### src/rtl/spi_txn_arbiter.sv
// Round-robin arbiter sharing one SPI master between NUM_REQ requesters.
// Sequences chip select setup/hold, master start, completion and timeout.
module spi_txn_arbiter #(
    parameter int NUM_REQ  = 4,
    parameter int DATA_W   = 8,
    parameter int CS_SETUP = 4,
    parameter int CS_HOLD  = 4,
    parameter int TIMEOUT  = 1023
) (
    input  logic                      clk_i,
    input  logic                      rstn_i,
    input  logic [NUM_REQ-1:0]        req_i,
    input  logic [NUM_REQ-1:0]        rw_i,
    input  logic [NUM_REQ*DATA_W-1:0] wdata_i,
    output logic [NUM_REQ-1:0]        grant_o,
    output logic [NUM_REQ-1:0]        done_o,
    output logic [NUM_REQ-1:0]        err_o,
    output logic [DATA_W-1:0]         rdata_o,
    output logic [NUM_REQ-1:0]        spi_cs_n_o,
    input  logic                      mst_ready_i,
    output logic                      mst_start_o,
    output logic                      mst_rw_o,
    output logic [DATA_W-1:0]         mst_wdata_o,
    input  logic                      mst_done_i,
    input  logic [DATA_W-1:0]         mst_rdata_i
);

    localparam int PTR_W   = $clog2(NUM_REQ);
    localparam int HS_MAX  = (CS_SETUP > CS_HOLD) ? CS_SETUP : CS_HOLD;
    localparam int CNT_MAX = (HS_MAX > TIMEOUT) ? HS_MAX : TIMEOUT;
    localparam int CNT_W   = $clog2(CNT_MAX + 1);

    localparam logic [CNT_W-1:0] SETUP_LAST = CNT_W'(CS_SETUP - 1);
    localparam logic [CNT_W-1:0] HOLD_LAST  = CNT_W'(CS_HOLD - 1);
    localparam logic [CNT_W-1:0] TO_LAST    = CNT_W'(TIMEOUT - 1);

    typedef enum logic [2:0] {
        IDLE,
        SETUP,
        START,
        BUSY,
        HOLD,
        DONE
    } state_t;

    state_t             state;
    logic [PTR_W-1:0]   rr_ptr;
    logic [CNT_W-1:0]   cnt;
    logic               any_req;
    logic [PTR_W-1:0]   sel;
    logic [NUM_REQ-1:0] sel_oh;

    // Walk downward so the nearest requester after rr_ptr wins.
    always_comb begin
        int w;
        w       = 0;
        any_req = 1'b0;
        sel     = rr_ptr;
        for (int i = NUM_REQ; i >= 1; i--) begin
            w = int'(rr_ptr) + i;
            if (w >= NUM_REQ) w = w - NUM_REQ;
            if (req_i[w[PTR_W-1:0]]) begin
                any_req = 1'b1;
                sel     = w[PTR_W-1:0];
            end
        end
    end

    assign sel_oh = NUM_REQ'(1) << sel;

    always_ff @(posedge clk_i or negedge rstn_i) begin
        if (!rstn_i) begin
            state       <= IDLE;
            rr_ptr      <= PTR_W'(NUM_REQ - 1);
            cnt         <= '0;
            grant_o     <= '0;
            done_o      <= '0;
            err_o       <= '0;
            rdata_o     <= '0;
            spi_cs_n_o  <= '1;
            mst_start_o <= 1'b0;
            mst_rw_o    <= 1'b0;
            mst_wdata_o <= '0;
        end else begin
            mst_start_o <= 1'b0;
            done_o      <= '0;
            err_o       <= '0;
            unique case (state)
                IDLE: begin
                    if (any_req) begin
                        grant_o     <= sel_oh;
                        spi_cs_n_o  <= ~sel_oh;
                        mst_rw_o    <= rw_i[sel];
                        mst_wdata_o <= wdata_i[int'(sel)*DATA_W +: DATA_W];
                        rr_ptr      <= sel;
                        cnt         <= '0;
                        state       <= SETUP;
                    end
                end
                SETUP: begin
                    if (cnt == SETUP_LAST) begin
                        cnt   <= '0;
                        state <= START;
                    end else begin
                        cnt <= cnt + 1'b1;
                    end
                end
                START: begin
                    if (mst_ready_i) begin
                        mst_start_o <= 1'b1;
                        cnt         <= '0;
                        state       <= BUSY;
                    end
                end
                BUSY: begin
                    if (mst_done_i) begin
                        if (mst_rw_o) rdata_o <= mst_rdata_i;
                        cnt   <= '0;
                        state <= HOLD;
                    end else if (cnt == TO_LAST) begin
                        err_o      <= grant_o;
                        grant_o    <= '0;
                        spi_cs_n_o <= '1;
                        state      <= DONE;
                    end else begin
                        cnt <= cnt + 1'b1;
                    end
                end
                HOLD: begin
                    if (cnt == HOLD_LAST) begin
                        done_o     <= grant_o;
                        grant_o    <= '0;
                        spi_cs_n_o <= '1;
                        state      <= DONE;
                    end else begin
                        cnt <= cnt + 1'b1;
                    end
                end
                DONE: begin
                    state <= IDLE;
                end
                default: begin
                    state <= IDLE;
                end
            endcase
        end
    end

endmodule

### config.mk
export PLATFORM = sky130hd
export DESIGN_NAME = spi_txn_arbiter
export DESIGN_NICKNAME = d
export VERILOG_FILES = /design/src/rtl/spi_txn_arbiter.sv
export SDC_FILE = /design/constraint.sdc
export NUM_CORES = 1
export LEC_CHECK = 0
export BUFFER_PORTS_ARGS = -buffer_cell sky130_fd_sc_hd__buf_2
export CORE_UTILIZATION = 49
export CTS_BUF_LIST = sky130_fd_sc_hd__clkbuf_8
export DETAILED_ROUTE_END_ITERATION = 10
export PLACE_DENSITY_LB_ADDON = 0.2
export SYNTH_ARGS = -nofsm -noshare
export SYNTH_HDL_FRONTEND = slang
export SYNTH_SLANG_ARGS = --single-unit
### constraint.sdc
create_clock -name clk_i -period 3.2 [get_ports clk_i]
set_input_delay 0.64 -clock clk_i [delete_from_list [all_inputs] [get_ports clk_i]]
set_output_delay 0.64 -clock clk_i [all_outputs]
set_load 0.005 [all_outputs]
# ---- After elaboration in Yosys (flattened, before gate mapping)
# Index checks and enable logic that the tools add are counted.
dict set report classes {
  n_bitwise 1
  magnitude_cmp 9
  n_shift 2
  mux 53
  addsub 9
  n_eq_ne 15
  n_reduce_logical 8
}
# cell n
set op_table {}
lappend op_table {{2-to-1 mux 10 bit} 6}
lappend op_table {{2-to-1 mux 4 bit} 13}
lappend op_table {{case mux 10 bit (5 select lines)} 1}
lappend op_table {{indexed part select 32 x 6 -> 8 bit} 1}
lappend op_table {{case mux 4 bit (3 select lines)} 2}
lappend op_table {{2-to-1 mux 3 bit} 6}
lappend op_table {{2-to-1 mux 2 bit} 8}
lappend op_table {{less-than comparator 2 x 3 -> 1 bit (second input constant)} 5}
lappend op_table {{case mux 3 bit (5 select lines)} 1}
lappend op_table {{AND reduction 5 bit} 3}
lappend op_table {{!= test 2 bit (second input constant)} 7}
lappend op_table {{2-to-1 mux 1 bit} 11}
lappend op_table {{adder 10 x 1 -> 10 bit (second input constant)} 1}
lappend op_table {{binary-select mux 1 bit (select 2 bit)} 5}
lappend op_table {{== test 10 bit (second input constant)} 1}
lappend op_table {{== test 10 x 2 -> 1 bit (second input constant)} 1}
lappend op_table {{>= comparator 3 bit (second input constant)} 3}
lappend op_table {{subtractor 2 x 1 -> 2 bit (second input constant)} 4}
lappend op_table {{adder 2 x 2 -> 3 bit (second input constant)} 2}
lappend op_table {{== test 3 x 2 -> 1 bit (second input constant)} 2}
lappend op_table {{!= test 3 bit (second input constant)} 2}
lappend op_table {{nonzero test 5 bit} 1}
lappend op_table {{adder 2 x 3 -> 4 bit (second input constant)} 1}
lappend op_table {{>= comparator 4 x 3 -> 1 bit (second input constant)} 1}
lappend op_table {{9 further kinds} 9}
dict set report word_totals {
  ff_bits 49
  inputBits 52
  word_cells 108
}

# ---- Logic depth before layout (Yosys ltp)
dict set report logic_depth {
  word_depth 13
  mapped_depth 8
  mapped_depth_nobuf 7
}

# ---- Least setup slack after synthesis
# No wires, ideal clock.
dict set report synth_path {
  path_kind {input to register}
  start {input req_i[1]}
  end {register spi_cs_n_o[1]}
  required_time_ps 3117
  t_arrival_ps 2048
  cell_stages 5
  setup_ps 83
  setup_slack_ps 1068
  n_path_buf 1
  path_cell_list {or4_1 > and2_0 > clkbuf_1 > or3_1 > o32a_1}
}
dict set report synth_between {
  elab_chain_cells 10
  word_cells_on_any_way 22
}
# item line_no
set synth_lines {}
lappend synth_lines {{from (decl)} 12} ;# input logic [NUM_REQ-1:0] req_i,
lappend synth_lines {{binary-select mux 1 bit (select 2 bit)} 62} ;# if (req_i[w[PTR_W-1:0]]) begin
lappend synth_lines {{2-to-1 mux 1 bit (not written as such)} 62}
lappend synth_lines {{2-to-1 mux 2 bit (4 in a row)} 62}
lappend synth_lines {{<< shifter 1 x 2 -> 4 bit} 69} ;# assign sel_oh = NUM_REQ'(1) << sel;
lappend synth_lines {{inverter 4 bit} 92} ;# spi_cs_n_o <= ~sel_oh;
lappend synth_lines {{2-to-1 mux 4 bit} 90} ;# if (any_req) begin
lappend synth_lines {{case mux 4 bit (3 select lines)} 88} ;# unique case (state)
lappend synth_lines {{to (signal assigned)} 92}
lappend synth_lines {{to (decl)} 19} ;# output logic [NUM_REQ-1:0] spi_cs_n_o,
# Several ways; a longest one is shown, not always the timed one. The select of a mux whose other input is x is not followed.
# A chain may end at the register's enable or synchronous reset.

# ---- Final worst setup path
dict set report layout_path {
  start {register rr_ptr[0]}
  end {register mst_wdata_o[6]}
}
dict set report layout_between {
  elab_chain_cells 10
  word_cells_on_any_way 34
}
# item line_no
set layout_lines {}
lappend layout_lines {{from (decl)} 47} ;# logic [PTR_W-1:0] rr_ptr;
lappend layout_lines {{from (signal assigned)} 74} ;# rr_ptr <= PTR_W'(NUM_REQ - 1);
lappend layout_lines {{from (signal assigned)} 95} ;# rr_ptr <= sel;
lappend layout_lines {{adder 2 x 3 -> 4 bit} 60} ;# w = int'(rr_ptr) + i;
lappend layout_lines {{>= comparator 4 x 3 -> 1 bit / subtractor 2 x 1 -> 2 bit (equally long branches)} 61} ;# if (w >= NUM_REQ) w = w - NUM_REQ;
lappend layout_lines {{2-to-1 mux 2 bit} 61}
lappend layout_lines {{binary-select mux 1 bit (select 2 bit)} 62}
lappend layout_lines {{2-to-1 mux 1 bit (not written as such)} 62}
lappend layout_lines {{2-to-1 mux 2 bit / 2-to-1 mux 1 bit (equally long branches) (4 in a row)} 62}
lappend layout_lines {{indexed part select 32 x 6 -> 8 bit / AND reduction 2 bit (equally long branches)} n/a}
lappend layout_lines {{to (signal assigned)} 94} ;# mst_wdata_o <= wdata_i[int'(sel)*DATA_W +: DATA_W];
lappend layout_lines {{to (decl)} 23} ;# output logic [DATA_W-1:0] mst_wdata_o,
# Several ways; a longest one is shown, not always the timed one. The select of a mux whose other input is x is not followed.

==> reports/results.txt <==
# DRC -> 0
Share of layout cells above drive strength 1 -> 36.73%
First-pass GRT wire length -> 9.653 mm
Most used routing layer -> met2
Root Driver -> clkbuf_8
# IOs -> 86
Final Core Density -> 62.99%
Setup TNS -> 0 ns
Total CTS buffers -> 5
Fillers -> 452
Post-Synthesis Cell Area -> 2666 um^2
Post-DR wirelength/cell -> 15.15 um
Net Count, Synth -> 319
WS Path Type -> register to register
Met1 global-route usage -> 30.69%
Top_reg_cell synth -> dfrtp_1
# clock sinks -> 49
Final Hold Fails -> 0
Crit path max fanout -> 21
Gr usage total -> 22.26%
R2R Setup Slk -> 0.79 ns
Hold Path End -> spi_cs_n_o[3]
Die width -> 75.77 um
CTS hold repair buffers -> 0
RSZ-0062 raised after global routing -> no
Die ar. -> 5740 um^2
Data arrival, critical path -> 2.59 ns
Reg2reg start -> rr_ptr[0]
Rows -> 26
DR iter-0 viols -> 148
Total core area -> 5172 um^2
Leak -> 1.499 nW
Yosys reg bits -> 49
Synth unique cells -> 49
Die H -> 75.77 um
Worst slew margin -> 28.92%
Clk_skew -> 0.009741 ns
Initial Utilization -> 51.55%
Fraction of registers with async set/reset -> 100.0%
Commonest non-fill, non-tap cell in the layout -> buf_2
Fin crit share -> 75.25%
Seq/Total Area, Yosys -> 46.27%
GP Congestion -> 0.8896
HP Start -> spi_cs_n_o[3]
Total power draw -> 2.677 mW
Met2 Usage GRT -> 34.71%
Hold Path Stages -> 2
GRT overflow -> 0
Syn avg cell area -> 10.06 um^2
Final worst slack -> 0.7921 ns
Final setup fails -> 0
Maximum clock insertion buffer count -> 2
CTS tree -> yes
Minimum clock period -> 2.408 ns
Pins Over Slew Limit -> 0
Antenna Nets Post-Route -> 0
Hold WC Path Type -> register to register
Count of input and output buffers -> 85
Crit start category -> register
Skew-Pair Late Insertion Delay -> 0.30 ns
Vias in the first global route -> 2,098
Path depth of the worst reg2reg path -> 5
Antenna Diode Count -> 0
EDFF count, synth -> 0
Dpl ws -> 0.5172 ns
Power density over the cells -> 821.8 nW/um^2
Fmax -> 0.4153 GHz
Most frequent cells in the layout -> buf_2 (85), dfrtp_1 (43), nor3_1 (25), nor2_1 (20), nand2_1 (19)
DRT Wirelength -> 6.259 mm
DR vias -> 2,363
Peak VDD IR -> 0.3464 mV
Syn Inst Count -> 265
Max_cap viols -> 0
Post-CTS Repair Setup Buffers -> 0
R2r endpoint -> mst_wdata_o[6]
Vias/cell -> 5.722
Largest net degree at the start of global routing -> 50
Worst-path clk slew -> 0.09 ns
CP required -> 3.38 ns
Final nets -> 396
Outcome -> completed
Initial DRT Pass Iterations -> 4
Synth warnings -> 0
Cts repair resizes -> 0
CP Capture Type -> register
Final HPWL DP -> 4.400 mm
Initial antenna violation count -> 0
Area delta synth->final -> 22.20%
Met3 Use GR -> 5.423%
Worst slew pin tran -> 1.066 ns
H-Tree Depth -> 2
per-stage QoR:
| step | area, um^2 | instances | hold slack (ns) |
|---|---|---|---|
| 6_report | 3258 | 413 | 0.5039 |
| 5_1_grt | 3258 | 413 | 0.5271 |
| 4_1_cts | 3258 | 413 | 0.5082 |
| 3_5_place_dp | 3124 | 405 | 0.4922 |
| 3_3_place_gp | 3124 | 405 | 0.4843 |
| 2_1_floorplan | 2666 | 265 | 0.3444 |
cells by family (layout without fill, tap and decap cells):
logic type | count (synthesis) | count (layout) | share of synthesized area (%)
AOI/OAI and AO/OA | 60 | 60 | 18.30
muxes | 10 | 10 | 4.177
adders and majority gates | 2 | 2 | 0.9384
and+or+nand+nor | 123 | 123 | 26.84
DFF | 49 | 49 | 46.27
buffers and inverters | 21 | 99 | 3.473
synth_stat cells, types with 2 or more instances:
cell type,n,area (um^2)
nand3_1,4,20.02
buf_1,2,7.510
and2_1,9,56.30
buf_2,5,25.02
nor4_1,2,12.51
nor2b_1,3,18.77
dfstp_2,6,157.7
ha_1,2,25.02
nor4b_1,9,78.83
nand2_1,19,71.32
mux2_2,9,101.4
and2b_1,2,15.01
nor4_2,2,25.02
clkbuf_1,11,41.29
a21o_1,3,22.52
dfrtp_1,43,1076
o21ai_0,13,65.06
nand3b_1,2,15.01
a32o_1,3,30.03
nor3_2,2,20.02
a21oi_1,4,20.02
and3_1,4,25.02
o21ba_2,2,20.02
or3_1,4,25.02
nand2b_1,5,31.28
nor3_1,25,125.1
o22ai_1,2,12.51
a22o_1,8,70.07
inv_1,2,7.510
nor2_1,20,75.07
a2111oi_0,18,157.7
o32a_1,3,30.03
where the power goes:
part	total, mW	internal (mW)	switching (mW)
clock network	0.522	0.310	0.212
registers	1.01	0.839	0.168
logic	1.15	0.500	0.648
state kept, by name, summed over array words and instances (netlist names):
name         cells
cnt             10
err_o            4
mst_start_o      1
spi_cs_n_o       4
grant_o          4
done_o           4
state            3
rdata_o          8
mst_wdata_o      8
rr_ptr           2
mst_rw_o         1
layer usage:
metal	part of all wire, %	routed length, um
met5	0	0
met4	0.77	48
met3	5.8	365
met2	48	2983
met1	46	2862
cell type report:
cell class,instances,area (um^2),area share (%)
Clock inverter,3,65.06,1.997
Tap cell,70,87.58,2.688
Inverter,2,7.507,0.2304
Multi-Input combinational cell,195,1340,41.13
Timing Repair Buffer,89,455.4,13.98
Clock buffer,5,68.82,2.112
Sequential cell,49,1234,37.86
worst max path at each step:
stage	startpoint	end	slack, ns	cells past startpoint
detailed placement	req_i[3]	mst_wdata_o[6]	0.52	6
floorplan	req_i[1]	spi_cs_n_o[1]	1.07	5
finish	rr_ptr[0]	mst_wdata_o[6]	0.79	5
global placement	req_i[3]	mst_wdata_o[5]	0.65	6
global route	rr_ptr[0]	mst_wdata_o[5]	0.60	5
CTS	rr_ptr[0]	mst_wdata_o[6]	0.80	5
critical path, cell delays in order, from the launching register on:
cell	delay (ns)
dfstp_2	0.58
nor2b_1	0.06
and2_1	0.27
or3_1	0.70
a2111oi_0	0.56
nor3_1	0.11
No activity file was read; power rests on OpenSTA's default activity.
